File: src/rtl/coin_pkg.sv
// Coin-change dispenser shared definitions: coin indices, coin values, FSM encoding.
package coin_pkg;

  localparam int unsigned NUM_COINS  = 4;
  localparam int unsigned COIN_IDX_W = 2;
  localparam int unsigned COIN_VAL_W = 7;
  localparam int unsigned STATE_W    = 2;

  localparam logic [COIN_IDX_W-1:0] NICKEL  = 2'd0;
  localparam logic [COIN_IDX_W-1:0] DIME    = 2'd1;
  localparam logic [COIN_IDX_W-1:0] QUARTER = 2'd2;
  localparam logic [COIN_IDX_W-1:0] DOLLAR  = 2'd3;

  // Coin values in cents, indexed by coin index {dollar,quarter,dime,nickel}.
  localparam logic [NUM_COINS-1:0][COIN_VAL_W-1:0] COIN_VALUE = {7'd100, 7'd25, 7'd10, 7'd5};

  localparam logic [STATE_W-1:0] ST_IDLE_ENC   = 2'd0;
  localparam logic [STATE_W-1:0] ST_SELECT_ENC = 2'd1;
  localparam logic [STATE_W-1:0] ST_FIRE_ENC   = 2'd2;
  localparam logic [STATE_W-1:0] ST_DONE_ENC   = 2'd3;

  typedef enum logic [STATE_W-1:0] {
    ST_IDLE   = ST_IDLE_ENC,
    ST_SELECT = ST_SELECT_ENC,
    ST_FIRE   = ST_FIRE_ENC,
    ST_DONE   = ST_DONE_ENC
  } state_t;

  // Value in cents of the coin at the given index.
  function automatic logic [COIN_VAL_W-1:0] coin_value(input logic [COIN_IDX_W-1:0] idx);
    return COIN_VALUE[idx];
  endfunction

endpackage

File: src/rtl/coin_select.sv
// Greedy coin picker: largest coin whose value fits the remaining amount and is in stock.
module coin_select
  import coin_pkg::*;
#(
  parameter int unsigned AMT_W = 10,
  parameter int unsigned INV_W = 8
) (
  input  logic [AMT_W-1:0]                remaining,
  input  logic [NUM_COINS-1:0][INV_W-1:0] inv,
  output logic                            found_c,
  output logic [COIN_IDX_W-1:0]           idx_c
);

  // Ascending scan; the last eligible coin wins, which is the largest one.
  always_comb begin
    found_c = 1'b0;
    idx_c   = '0;
    for (int unsigned i = 0; i < NUM_COINS; i++) begin
      if ((AMT_W'(coin_value(COIN_IDX_W'(i))) <= remaining) && (inv[i] != '0)) begin
        found_c = 1'b1;
        idx_c   = COIN_IDX_W'(i);
      end
    end
  end

endmodule

File: src/rtl/coin_change_dispenser.sv
// Pays out change greedily, one coin at a time, over a fire/ack hopper handshake.
module coin_change_dispenser
  import coin_pkg::*;
#(
  parameter int unsigned AMT_W   = 10,
  parameter int unsigned INV_W   = 8,
  parameter int unsigned TIMEOUT = 1000000
) (
  input  logic                   clk,
  input  logic                   reset,
  input  logic                   chg_valid,
  input  logic [AMT_W-1:0]       chg_amt,
  output logic                   chg_ready,
  input  logic                   refill_en,
  input  logic [1:0]             refill_sel,
  input  logic [INV_W-1:0]       refill_cnt,
  output logic [NUM_COINS-1:0]   coin_fire,
  input  logic                   hopper_ack,
  output logic                   done,
  output logic                   short,
  output logic [AMT_W-1:0]       short_amt,
  output logic                   jam,
  output logic [4*INV_W-1:0]     inventory
);

  localparam int unsigned TMO_W = (TIMEOUT > 2) ? $clog2(TIMEOUT) : 1;

  state_t                          state, state_nxt;
  logic [AMT_W-1:0]                remaining, rem_nxt;
  logic [NUM_COINS-1:0][INV_W-1:0] inv, inv_nxt;
  logic [COIN_IDX_W-1:0]           sel_idx, idx_nxt;
  logic [TMO_W-1:0]                tmo_cnt, tmo_nxt;
  logic                            short_nxt, jam_nxt;
  logic [AMT_W-1:0]                short_amt_nxt;
  logic                            ready_nxt, done_nxt;
  logic [NUM_COINS-1:0]            fire_nxt;
  logic                            pick_found_c;
  logic [COIN_IDX_W-1:0]           pick_idx_c;

  // Saturating inventory add.
  function automatic logic [INV_W-1:0] sat_add(input logic [INV_W-1:0] a,
                                               input logic [INV_W-1:0] b);
    logic [INV_W:0] sum;
    sum = {1'b0, a} + {1'b0, b};
    return sum[INV_W] ? {INV_W{1'b1}} : sum[INV_W-1:0];
  endfunction

  coin_select #(
    .AMT_W (AMT_W),
    .INV_W (INV_W)
  ) u_select (
    .remaining (remaining),
    .inv       (inv),
    .found_c   (pick_found_c),
    .idx_c     (pick_idx_c)
  );

  assign inventory = inv;

  // Next-state, datapath updates and next registered outputs.
  always_comb begin
    state_nxt     = state;
    rem_nxt       = remaining;
    inv_nxt       = inv;
    idx_nxt       = sel_idx;
    tmo_nxt       = tmo_cnt;
    short_nxt     = short;
    short_amt_nxt = short_amt;
    jam_nxt       = jam;

    case (state)
      ST_IDLE: begin
        if (refill_en) begin
          inv_nxt[refill_sel] = sat_add(inv[refill_sel], refill_cnt);
        end
        if (chg_valid) begin
          rem_nxt       = chg_amt;
          short_nxt     = 1'b0;
          short_amt_nxt = '0;
          state_nxt     = ST_SELECT;
        end
      end
      ST_SELECT: begin
        tmo_nxt = '0;
        if (remaining == '0) begin
          short_nxt = 1'b0;
          state_nxt = ST_DONE;
        end else if (jam || !pick_found_c) begin
          // A jammed hopper is never fired again; the whole remainder is owed.
          short_nxt     = 1'b1;
          short_amt_nxt = remaining;
          state_nxt     = ST_DONE;
        end else begin
          idx_nxt   = pick_idx_c;
          state_nxt = ST_FIRE;
        end
      end
      ST_FIRE: begin
        if (hopper_ack) begin
          rem_nxt          = remaining - AMT_W'(coin_value(sel_idx));
          inv_nxt[sel_idx] = inv[sel_idx] - INV_W'(1);
          tmo_nxt          = '0;
          state_nxt        = ST_SELECT;
        end else if (tmo_cnt == TMO_W'(TIMEOUT - 1)) begin
          // Coin in flight is not deducted: we cannot know whether it left.
          jam_nxt       = 1'b1;
          short_nxt     = 1'b1;
          short_amt_nxt = remaining;
          state_nxt     = ST_DONE;
        end else begin
          tmo_nxt = tmo_cnt + TMO_W'(1);
        end
      end
      ST_DONE: begin
        state_nxt = ST_IDLE;
      end
      default: begin
        state_nxt = ST_IDLE;
      end
    endcase

    ready_nxt = (state_nxt == ST_IDLE);
    done_nxt  = (state_nxt == ST_DONE);
    fire_nxt  = (state_nxt == ST_FIRE) ? (4'b0001 << idx_nxt) : '0;
  end

  // State, datapath and output registers.
  always_ff @(posedge clk) begin
    if (reset) begin
      state     <= ST_IDLE;
      remaining <= '0;
      inv       <= '0;
      sel_idx   <= '0;
      tmo_cnt   <= '0;
      short     <= 1'b0;
      short_amt <= '0;
      jam       <= 1'b0;
      chg_ready <= 1'b1;
      done      <= 1'b0;
      coin_fire <= '0;
    end else begin
      state     <= state_nxt;
      remaining <= rem_nxt;
      inv       <= inv_nxt;
      sel_idx   <= idx_nxt;
      tmo_cnt   <= tmo_nxt;
      short     <= short_nxt;
      short_amt <= short_amt_nxt;
      jam       <= jam_nxt;
      chg_ready <= ready_nxt;
      done      <= done_nxt;
      coin_fire <= fire_nxt;
    end
  end

endmodule
File: config.mk
export PLATFORM = sky130hd
export DESIGN_NAME = coin_change_dispenser
export DESIGN_NICKNAME = d
export VERILOG_FILES = /design/src/rtl/coin_pkg.sv /design/src/rtl/coin_select.sv /design/src/rtl/coin_change_dispenser.sv
export SDC_FILE = /design/constraint.sdc
export NUM_CORES = 1
export LEC_CHECK = 0
export BUFFER_PORTS_ARGS = -buffer_cell sky130_fd_sc_hd__buf_2
export CORE_ASPECT_RATIO = 0.9
export CORE_MARGIN = 10
export CORE_UTILIZATION = 35
export DETAILED_ROUTE_END_ITERATION = 6
export HOLD_SLACK_MARGIN = 0.02
export PLACE_DENSITY = 0.56
export SLEW_MARGIN = 25
export SYNTH_ARGS = -nofsm -noshare
export SYNTH_HDL_FRONTEND = slang
export SYNTH_SLANG_ARGS = --single-unit
export TNS_END_PERCENT = 50
File: constraint.sdc
create_clock -name clk -period 3.4 [get_ports clk]
set_input_delay 0.17 -clock clk [delete_from_list [all_inputs] [get_ports clk]]
set_output_delay 0.17 -clock clk [all_outputs]
set_load 0.01 [all_outputs]
# Yosys cells after proc, flatten, opt, wreduce, memory -nomap -nowiden
# Index checks and enable logic that the tools add are counted.
[op_classes]
n_bitwise = 2
n_eq_ne = 15
reduce_logical = 25
magnitude_cmp = 8
shift = 1
muxes = 50
add_sub_neg = 4
[op_table]
columns = ["cell", "n"]
rows = [
  ["$mux W10", 7],
  ["$bwmux W32", 2],
  ["$mux W32", 2],
  ["$pmux W32 S2", 1],
  ["$mux W20", 2],
  ["$mux W8", 5],
  ["$pmux W20 S2", 1],
  ["$bmux W8 S2", 2],
  ["$demux W8 S2", 2],
  ["$reduce_bool A8 Y1", 4],
  ["$pmux W10 S3", 1],
  ["$add A20 B1 Y20 const B", 1],
  ["$eq A20 B20 Y1 const B", 1],
  ["$pmux W10 S2", 1],
  ["$mux W2", 8],
  ["$bmux W7 S2", 1],
  ["$ne A2 B2 Y1 const B", 7],
  ["$mux W1", 12],
  ["$le A3 B10 Y1 const A", 1],
  ["$le A4 B10 Y1 const A", 1],
  ["$le A5 B10 Y1 const A", 1],
  ["$le A7 B10 Y1 const A", 1],
  ["$logic_not A10 Y1", 1],
  ["$sub A10 B7 Y10", 1],
  ["other kinds (23)", 39],
]
[word_totals]
ff_bits = 84
input_bits = 25
wordCells = 119
output_inout_bits = 50

# Logic depth before layout (Yosys ltp)
[depth]
ltp_word = 14
mapped_depth = 12
ltp_nobuf = 10

# Modules after synthesis
# Synthesis repeated with hierarchy kept, for this count alone.
[hier_totals]
cells_unflattened = 618
hier_area_um2 = 5267.6
[modules_own_cells]
columns = ["module", "seq_area_each_um2", "area_each_um2", "instances", "cells_each"]
rows = [
  ["coin_change_dispenser", 1681.6, 5094.9, 1, 595],
  ["coin_select", 0.0, 172.7, 1, 23],
]

# Worst setup path before layout
# OpenSTA, ideal clock, no wires.
[synth_timing]
kind = "input to register"
startpoint = "input port refill_sel[0]"
endpoint = "register inv, in the netlist inventory[18]"
path_buffers = 2
required_ns = 3.277
path_slack_ns = 0.512
arrival_ns = 2.765
setup_time_ns = 0.123
path_stages = 10
cell_sequence = "buf_1 -> mux4_2 -> ha_1 -> nor2b_1 -> o2111ai_1 -> and3_1 -> clkbuf_1 -> o22ai_1 -> a221oi_1 -> nor2_1"
[synth_via]
elab_chain_cells = 7
word_cells_on_any_way = 12
cone_classes = "1 x add/sub; 2 x order compare; 8 x mux; 1 x reduce/logical"
[synth_lines]
columns = ["item", "line_no", "rtl"]
rows = [
  ["start: declaration", "coin_change_dispenser.sv:15", "input logic [1:0] refill_sel,"],
  ["$bmux W8 S2, or another cell as far along", "coin_change_dispenser.sv:74", "inv_nxt[refill_sel] = sat_add(inv[refill_sel], refill_cnt);"],
  ["$mux W8 (implied by the code) or $logic_and A1 B1 Y1 (tied branches)", "coin_change_dispenser.sv:74", ""],
  ["$add A8 B8 Y9 or $mux W8 (tied branches)", "coin_change_dispenser.sv:44, coin_change_dispenser.sv:74", ""],
  ["$mux W8 or $demux W8 S2 (tied branches)", "coin_change_dispenser.sv:45, coin_change_dispenser.sv:74", ""],
  ["$bwmux W32 *", "coin_change_dispenser.sv:74", ""],
  ["$mux W32 *", "coin_change_dispenser.sv:73", "if (refill_en) begin"],
  ["$pmux W32 S2 *", "coin_change_dispenser.sv:71", "case (state)"],
  ["end signal: assignment", "coin_change_dispenser.sv:144", "inv <= inv_nxt;"],
  ["end: declaration", "coin_change_dispenser.sv:30", "logic [NUM_COINS-1:0][INV_W-1:0] inv, inv_nxt;"],
]
# Mark *: on every way between the ends. The rest lies on a longest branch, timed or not. The select of a mux whose other input is x is not followed.
# A chain may end at the register's enable or synchronous reset.

# Worst setup path in the final report
[layout_timing]
startpoint = "register inv, in the netlist inventory[8]"
endpoint = "register inv, in the netlist inventory[22]"
[layout_via]
elab_chain_cells = 7
word_cells_on_any_way = 12
cone_classes = "2 x add/sub; 10 x mux"
[layout_lines]
columns = ["item", "line_no", "rtl"]
rows = [
  ["$bmux W8 S2", "coin_change_dispenser.sv:74", ""],
  ["$mux W8 (implied by the code)", "coin_change_dispenser.sv:74", ""],
  ["$add A8 B8 Y9", "coin_change_dispenser.sv:44", "sum = {1'b0, a} + {1'b0, b};"],
  ["$mux W8", "coin_change_dispenser.sv:45", "return sum[INV_W] ? {INV_W{1'b1}} : sum[INV_W-1:0];"],
  ["$bwmux W32", "coin_change_dispenser.sv:74", ""],
  ["$mux W32", "coin_change_dispenser.sv:73", ""],
  ["$pmux W32 S2 *", "coin_change_dispenser.sv:71", ""],
]
# Marks and branches as above.

==> impl_metrics.tcl <==
set metrics [dict create \
    grt_pass1_wl_um 28800 \
    switchingPower_uw 1960 \
    yosysSeqAreaShare 0.315 \
    crit_buf_inv 1 \
    cts_tree "done" \
    synthXorXnorAreaFrac 0.0410 \
    synth.distinct_cells 63 \
    cts_resized 0 \
    ys_warn_count 0 \
    r2r-start "inventory[8]" \
    min-delay-path-class "in2reg" \
    slew_viol_final 0 \
    dp_hpwl_um 14100 \
    synth_compound_area_frac 0.243 \
    holdWs_ns 0.173 \
    worst_pin_slew_ns 1.02 \
    port_buffers 74 \
    multi_input_area_mm2 0.00344 \
    grt_max_degree 48 \
    die_w_um 150 \
    crit_family "compound AO/OA/AOI/OAI gates" \
    p_seq_frac 0.290 \
    muxShareOfSynthArea 0.0750 \
    netSwitchingFraction 0.437 \
    skew_ns 0.0106 \
    cp_max_fo 5 \
    h-tree-depth 3 \
    synthArstFlopShare 0 \
    worst_path_largest_cell_delay_ns 0.41 \
    synth_seq_cells 84 \
    synthSimpleGateAreaFrac 0.221 \
    hp-start "chg_amt[3]" \
    end_kind "flop" \
    clock_power_share 0.226 \
    clockRootBuffer "clkbuf_16" \
    r2r-end "inventory[22]" \
    power_uw 4500 \
    synth_area_mm2 0.00534 \
    clk_pin_slew_ns 0.07 \
    cts.sinks 84 \
    p_int_uw 2530 \
    nets 766 \
    drt.antenna.violating_nets 0 \
    ctsHoldBuffers 0 \
    peakVddDrop_mv 0.304 \
    routed_wl_um 18600 \
    grtUsageTotal 0.178 \
    die_h_um 137 \
    drive_gt1_frac 0.189 \
    fill_cells 1500 \
    grt_pass1_vias 5129 \
    syn-num-nets 691 \
    crit_path_cell_trace "mux4_2, ha_1, inv_1, fa_1, nor2b_1, o2111ai_1, a211o_1, a21oi_1, o41a_1, o41ai_1" \
    drc 0 \
    p_per_area_mw_per_mm2 713 \
    seqCellArea_mm2 0.00168 \
    synth_area_per_cell_um2 8.34 \
    hold_violations 0 \
    path_depth 10 \
    netlist_instances 640 \
    rsz0062_at_grt "no" \
    initial_core_util 0.360 \
    clockBufferDepth 2 \
    worst-setup-path-type "reg2reg" \
    synth_edf_count 0 \
    num_vias 5401 \
    area_growth_pct 18.1 \
    fmax_mhz 345 \
    p_leak_uw 0.00255 \
    cts_buffers 9 \
    rows 42 \
    coreArea_mm2 0.0148 \
    firstDrtPassIters 5 \
    cp.required_ns 3.60 \
    antenna_found_initial 0 \
    status "finished, final reports clean" \
    cp_slowest_cell "dfxtp_1" \
    drv_cap 0 \
    maxSlewHeadroom 0.316 \
    vias_per_cell 5.88 \
    gp_congestion 0.895 \
    min_to "remaining[3]" \
    synth_adder_area_share 0.0637 \
    tns_ns 0 \
    clk_latency_ns 0.35 \
    worstPathArrival_ns 3.10 \
    whs_path_depth 3 \
    combinationalPowerShare 0.484 \
    startpoint_type "flop" \
    fin_crit_sh 0.853 \
    routedWlPerCell_um 20.3 \
    dieArea_mm2 0.0206 \
    synth_ff_type "dfxtp_1" \
    ioPinCount 75 \
    initialDrtViolationCount 594 \
    period_needed_ns 2.90 \
    setup_viol 0 \
    r2r_cells 10 \
    synth_top_family_by_area "compound AO/OA/AOI/OAI gates" \
    insertedDiodeCount 0 \
    r2r_slack_ns 0.50 \
    grt_overflow 0 \
    cts_setup_buffers 0 \
]
## state kept, by name (all words and copies together) (netlist names), 2 cells and up
| signal | flops |
|---|---|
| short_amt | 10 |
| state | 2 |
| sel_idx | 2 |
| inventory | 32 |
| remaining | 10 |
| tmo_cnt | 20 |
| coin_fire | 4 |
## worst max path at each step
stage,endpoint,from
5_1_grt,inventory[21],inventory[24]
6_report,inventory[22],inventory[8]
4_1_cts,inventory[14],inventory[24]
3_5_place_dp,inventory[21],refill_sel[0]
2_1_floorplan,inventory[18],refill_sel[0]
3_3_place_gp,inventory[0],refill_sel[0]
## power groups by stage
| stage | logic [uW] | clock network, uW | registers (uW) |
|---|---|---|---|
| 2_1_floorplan | 1480 | 0 | 1280 |
| 4_1_cts | 2140 | 1040 | 1300 |
| 6_report | 2180 | 1010 | 1300 |
| 5_1_grt | 2380 | 1070 | 1320 |
| 3_3_place_gp | 2110 | 0 | 1310 |
| 3_5_place_dp | 2130 | 0 | 1320 |
## worst min-delay path: stages
cell      delay [ns]
buf_2           0.11
a211oi_1        0.08
nor3_1          0.11
## layout by cell type, fill, tap and decap left out, types with 11 or more instances in the layout
| cell | Yosys | routed |
|---|---|---|
| nor2_1 | 72 | 72 |
| xor2_1 | 15 | 15 |
| mux4_2 | 16 | 16 |
| nor3_1 | 15 | 15 |
| o21a_1 | 11 | 11 |
| or4_1 | 12 | 12 |
| o211ai_1 | 16 | 16 |
| buf_2 | 2 | 74 |
| nand2_1 | 50 | 50 |
| buf_4 | 0 | 23 |
| inv_1 | 25 | 25 |
| dfxtp_1 | 84 | 84 |
| a221oi_1 | 12 | 12 |
| nand3_1 | 20 | 20 |
| nor4_1 | 11 | 11 |
| a21oi_1 | 34 | 34 |
| o21ai_0 | 54 | 54 |
| a211oi_1 | 11 | 11 |
| ha_1 | 24 | 24 |
## per-layer routing
layer	up-vias	routed length (um)	track usage
li1	2571	-	-
met1	2578	8840	0.253
met2	217	7540	0.247
met3	35	1800	0.0528
met4	0	425	0.0674
met5	-	0	0
## kinds of logic after synthesis
group	count (synthesis)
fa+ha+maj	26
mux	20
xor+xnor	25
compound gates	191
buf+inv	58
flops	84
simple gates	236
## cell type report
type	count	area share
Tap cell	198	0.0393
Timing Repair Buffer	97	0.0861
Sequential cell	84	0.267
Clock inverter	5	0.00953
Multi-Input combinational cell	498	0.545
Inverter	25	0.0149
Clock buffer	11	0.0385
## per-stage QoR
stage	area, um^2	utilization	std cells	setup slack, ns
finish	6300	0.425	918	0.499
global route	6300	0.425	918	0.280
CTS	6300	0.425	918	0.547
detailed placement	6000	0.405	902	0.351
global placement	6000	0.405	902	0.424
floorplan	5340	-	640	0.512
## synth_stat cells, drive strengths merged (12+ instances only)
cell / n / share of area
clkbuf: 27 / 0.019
a21oi: 34 / 0.032
nor2: 72 / 0.051
nor3: 15 / 0.014
nand2: 50 / 0.035
o21ai: 55 / 0.052
or4: 12 / 0.017
inv: 25 / 0.018
o211ai: 16 / 0.022
dfxtp: 84 / 0.31
xor2: 15 / 0.025
nand3: 20 / 0.019
ha: 24 / 0.056
mux4: 16 / 0.067
a221oi: 12 / 0.020
Note: power is estimated with default switching activity, not from simulation.
